--- src/rtl/instr_fetch_unit.sv ---
// Instruction fetch stage: owns the PC, reads a synchronous instruction ROM and feeds decode.
// Absorbs downstream stalls with a one-entry hold buffer and squashes wrong-path words on redirect.
module instr_fetch_unit #(
  parameter int PC_WIDTH    = 8,
  parameter int INSTR_WIDTH = 16,
  parameter logic [PC_WIDTH-1:0]    RESET_PC  = '0,
  parameter logic [INSTR_WIDTH-1:0] NOP_INSTR = 16'b00101_000_00000000
) (
  input  logic                   clk,
  input  logic                   rst,
  output logic                   imem_rd_en,
  output logic [PC_WIDTH-1:0]    imem_addr,
  input  logic [INSTR_WIDTH-1:0] imem_rdata,
  input  logic                   stall,
  input  logic                   redirect_valid,
  input  logic [PC_WIDTH-1:0]    redirect_pc,
  output logic [INSTR_WIDTH-1:0] instruction_output,
  output logic [PC_WIDTH-1:0]    pc_output,
  output logic                   fetch_valid
);

  typedef enum logic {ST_RUN, ST_STALL} state_t;

  state_t                 state;
  logic [PC_WIDTH-1:0]    pc;
  logic                   inflight;
  logic [PC_WIDTH-1:0]    inflight_pc;
  logic                   hold_valid;
  logic [INSTR_WIDTH-1:0] hold_instr;
  logic [PC_WIDTH-1:0]    hold_pc;

  // Handshake: a word issued on imem_addr while imem_rd_en=1 returns on imem_rdata one cycle later;
  // decode consumes instruction_output on every rising edge where stall=0.
  assign imem_rd_en = !rst && !stall;
  assign imem_addr  = redirect_valid ? redirect_pc : pc;

  always_ff @(posedge clk or posedge rst) begin
    if (rst) begin
      state              <= ST_RUN;
      pc                 <= RESET_PC;
      inflight           <= 1'b0;
      inflight_pc        <= '0;
      hold_valid         <= 1'b0;
      hold_instr         <= NOP_INSTR;
      hold_pc            <= '0;
      instruction_output <= NOP_INSTR;
      pc_output          <= '0;
      fetch_valid        <= 1'b0;
    end else if (redirect_valid) begin
      // The in-flight word and any held word belong to the wrong path: drop both.
      hold_valid <= 1'b0;
      if (stall) begin
        state    <= ST_STALL;
        pc       <= redirect_pc;
        inflight <= 1'b0;
      end else begin
        state              <= ST_RUN;
        pc                 <= redirect_pc + 1'b1;
        inflight           <= 1'b1;
        inflight_pc        <= redirect_pc;
        instruction_output <= NOP_INSTR;
        fetch_valid        <= 1'b0;
      end
    end else if (stall) begin
      state    <= ST_STALL;
      inflight <= 1'b0;
      // Only the first stalled cycle can see a returning word, since nothing issues while stalled.
      if (state == ST_RUN && inflight) begin
        hold_instr <= imem_rdata;
        hold_pc    <= inflight_pc;
        hold_valid <= 1'b1;
      end
    end else begin
      state       <= ST_RUN;
      pc          <= pc + 1'b1;
      inflight    <= 1'b1;
      inflight_pc <= pc;
      if (hold_valid) begin
        instruction_output <= hold_instr;
        pc_output          <= hold_pc;
        fetch_valid        <= 1'b1;
        hold_valid         <= 1'b0;
      end else if (inflight) begin
        instruction_output <= imem_rdata;
        pc_output          <= inflight_pc;
        fetch_valid        <= 1'b1;
      end else begin
        instruction_output <= NOP_INSTR;
        fetch_valid        <= 1'b0;
      end
    end
  end

endmodule

--- config.mk ---
export PLATFORM = sky130hd
export DESIGN_NAME = instr_fetch_unit
export DESIGN_NICKNAME = d
export VERILOG_FILES = /design/src/rtl/instr_fetch_unit.sv
export SDC_FILE = /design/constraint.sdc
export NUM_CORES = 1
export LEC_CHECK = 0
export ABC_AREA = 1
export ABC_CLOCK_PERIOD_IN_PS = 2520
export CAP_MARGIN = 25
export CORE_ASPECT_RATIO = 1.25
export CORE_MARGIN = 5
export CORE_UTILIZATION = 50
export CTS_CLUSTER_DIAMETER = 30
export DETAILED_ROUTE_END_ITERATION = 10
export GPL_ROUTABILITY_DRIVEN = 0
export PLACE_DENSITY = 0.77
export SYNTH_ARGS = -nofsm -noshare
export SYNTH_HDL_FRONTEND = slang
export SYNTH_SLANG_ARGS = --single-unit
export TNS_END_PERCENT = 100
--- constraint.sdc ---
create_clock -name clk -period 2.52 [get_ports clk]
set_clock_uncertainty 0.15 [all_clocks]
set_input_delay 0.504 -clock clk [delete_from_list [all_inputs] [get_ports clk]]
set_output_delay 0.504 -clock clk [all_outputs]
set_load 0.005 [all_outputs]
==> flow_metrics.env <==
export IMPL_status="complete, no violations"
export IMPL_yosysUniqueCellTypes=30
export IMPL_drc_errors=0
export IMPL_start_util_pct=51.26
export IMPL_diodes=0
export IMPL_ys_flop_type="dfrtp_1"
export IMPL_power_density_nw_per_um2=659.0
export IMPL_netlist_top_cells_count="82 x nand2_1, 64 x dfrtp_1, 42 x o21ai_0"
export IMPL_min_period_ns=2.481
export IMPL_drive_above_1_share_pct=13.60
export IMPL_grt_usage_pct=20.02
export IMPL_regToRegEndpoint="instruction_output[1]"
export IMPL_clockBufferDepth=2
export IMPL_synth_most_common_cell="nand2_1"
export IMPL_crit_fanout=3
export IMPL_nNetsFinal=444
export IMPL_fmax_mhz=403.1
export IMPL_drt_iter0_drc=159
export IMPL_htreeDepth=3
export IMPL_cp_slowest_stage_delay_ns=0.55
export IMPL_rsz0062_at_grt="false"
export IMPL_tritoncts="yes"
export IMPL_grt_max_degree=69
export IMPL_fin_area_sq_um=4103
export IMPL_setup_viol=0
export IMPL_worst_skew_pair_late_latency_ns=0.35
export IMPL_cp_start_kind="input pin"
export IMPL_cts_clk_slew_worst_paths_ns=0.07
export IMPL_crit_chain="clkdlybuf4s50_1 -> inv_1 -> o21ai_1 -> clkdlybuf4s50_1"
export IMPL_cp_arrival_ns=1.83
export IMPL_ys_warn_count=0
export IMPL_viasPerCell=5.173
export IMPL_cp_required_ns=1.87
export IMPL_detail_route_wl_per_cell_um=14.63
export IMPL_max_cap_violations=0
export IMPL_synth_seq_cells=68
export IMPL_synthArstFlopShare_pct=100.0
export IMPL_num_rows=32
export IMPL_dpl_hpwl_um=5191
export IMPL_r2r_start="hold_valid"
export IMPL_grt_first_pass_wirelength_um=12400
export IMPL_grt_remaining_overflow=0
export IMPL_drtPass1Iterations=4
export IMPL_io_buffers=61
export IMPL_cpMostUsedCell="clkdlybuf4s50_1"
export IMPL_path_delay_family="buffers and inverters"
export IMPL_dpl_instance_area_sq_um=3918
export IMPL_slowest_stage="clkdlybuf4s50_1"
export IMPL_ys_seq_area_share_pct=54.00
export IMPL_fill_cells=530
export IMPL_yosys_area_top_type_share_pct=50.67
export IMPL_netlist_instances=342
export IMPL_final_util_pct=66.54
export IMPL_end_kind="output port"
export IMPL_power_leakage_nw=1.923
export IMPL_reg2reg_depth=3
export IMPL_antenna_found_initial=0
export IMPL_grt_pass1_vias=2641
export IMPL_pin_count=62
export IMPL_cts_sinks=68
export IMPL_synth_nets=372
export IMPL_timing_critical_path_from="redirect_pc[2]"
export IMPL_slew_headroom_pct=51.98
export IMPL_worstMarginPinSlew_ns=0.7195
export IMPL_hold_viol_final=0
export IMPL_areaGrowthSynthToFinish_pct=29.81
export IMPL_die_x_um=81.11
export IMPL_wirelength_um=7372
export IMPL_holdWs_ns=0.3351
export IMPL_critical_path_endpoint="imem_addr[2]"
export IMPL_cts_root_buffer="clkbuf_8"
export IMPL_cts_buffers=9
export IMPL_synth_edf_count=0
export IMPL_dr_total_vias=2607
export IMPL_criticalPathCategory="input pin to output port"
export IMPL_synth_avg_cell_area_sq_um=9.241
export IMPL_maxSlewViolCount=0
export IMPL_cp_buffers_inverters=3
export IMPL_peakVddDrop_uv=416.6
export IMPL_rrSetupSlack_ns=0.78
export IMPL_die_area_sq_um=8021
export IMPL_ant_nets=0
export IMPL_cp_depth=4
export IMPL_die_h_um=98.89
export IMPL_core_area_sq_um=6166
export IMPL_synth_area_sq_um=3161
export IMPL_holdCritPathClass="flip-flop to flip-flop"
export IMPL_yosys_top_cells_area="dfrtp_1 51%, nand2_1 9.7%, o21ai_0 6.7%"
export IMPL_min_period_over_period_pct=98.45
export IMPL_tns_ns=0
export IMPL_synth_top_area_cell="dfrtp_1"
-- kinds of logic (layout without fill, tap and decap cells) --
kind of cell             count (synthesis)  after routing  share of synthesized area, %
flip-flops                              68             68                         54.00
adder cells (fa/ha/maj)                  2              2                        0.7916
buffers and inverters                   50            127                         7.205
AND/OR/NAND/NOR                        121            121                         16.19
multiplexers                            14             14                         6.057
AO/OA/AOI/OAI                           85             85                         15.20
XOR/XNOR                                 2              2                        0.5543
-- tightest hold or removal path: stages (launching register included) --
cell     delay [ns]
dfrtp_1        0.35
nand2_1        0.05
o21ai_0        0.05
-- layer usage --
| metal | GRT usage, % | vias to the layer above | part of all wire, % |
|---|---|---|---|
| li1 | - | 1283 | - |
| met1 | 25.66 | 1261 | 43 |
| met2 | 32.64 | 55 | 51 |
| met3 | 4.936 | 8 | 4.2 |
| met4 | 7.152 | 0 | 1.5 |
| met5 | 0 | - | 0 |
-- layout by cell type, fill, tap and decap left out, drive strengths merged, types with 3 or more instances in the layout --
cell type,count
nand2,83
dfrtp,64
clkdlybuf4s50,57
o21ai,44
inv,32
nor2,23
buf,18
a22oi,14
mux2,14
a21oi,13
clkbuf,12
nand3,9
a31oi,8
o22ai,4
nand4,4
dfstp,4
clkinv,3
-- flip-flops by register name, summed over array words and instances, names as in the netlist --
| register | cells |
|---|---|
| hold_pc | 8 |
| pc | 8 |
| fetch_valid | 1 |
| hold_valid | 1 |
| state | 1 |
| inflight_pc | 8 |
| hold_instr | 16 |
| instruction_output | 16 |
| pc_output | 8 |
| inflight | 1 |
-- worst min-delay path by stage --
stage | startpoint | cells past startpoint | end
detailed placement | instruction_output[7] | 2 | instruction_output[7]
global route | hold_pc[0] | 2 | hold_pc[0]
global placement | hold_pc[2] | 2 | hold_pc[2]
CTS | hold_pc[4] | 2 | hold_pc[4]
finish | hold_pc[4] | 2 | hold_pc[4]
floorplan | hold_pc[0] | 2 | hold_pc[0]
-- layout make-up --
class	count	area [sq um]	share of cell area [%]
Inverter	32	127.6	3.111
Sequential cell	68	1707	41.60
Timing Repair Buffer	79	764.5	18.63
Tap cell	85	106.4	2.592
Clock inverter	4	26.28	0.6404
Multi-Input combinational cell	224	1226	29.89
Clock buffer	12	145.1	3.538
-- metrics by stage --
step                power [mW]  worst slack [ns]  instances
floorplan                1.665            0.1611        342
global placement         1.913           -0.1311        487
detailed placement       1.937           -0.1679        487
CTS                      2.726          -0.08783        503
global route             2.854           0.01949        504
finish                   2.704           0.03909        504
-- what timing repair did --
action	CTS	global route
setup endpoints to repair	8	6
pin swaps	0	0
gates resized for setup	5	4
hold buffers	0	0
buffers inserted	0	1
-- where the power goes --
| part | total (mW) | leakage, nW | switching (mW) | internal (mW) |
|---|---|---|---|---|
| logic | 0.552 | 1.01 | 0.248 | 0.305 |
| clock network | 0.789 | 0.0863 | 0.406 | 0.383 |
| registers | 1.36 | 0.832 | 0.0993 | 1.26 |
| total | 2.70 | 1.92 | 0.753 | 1.95 |
No activity file was read; power rests on OpenSTA's default activity.
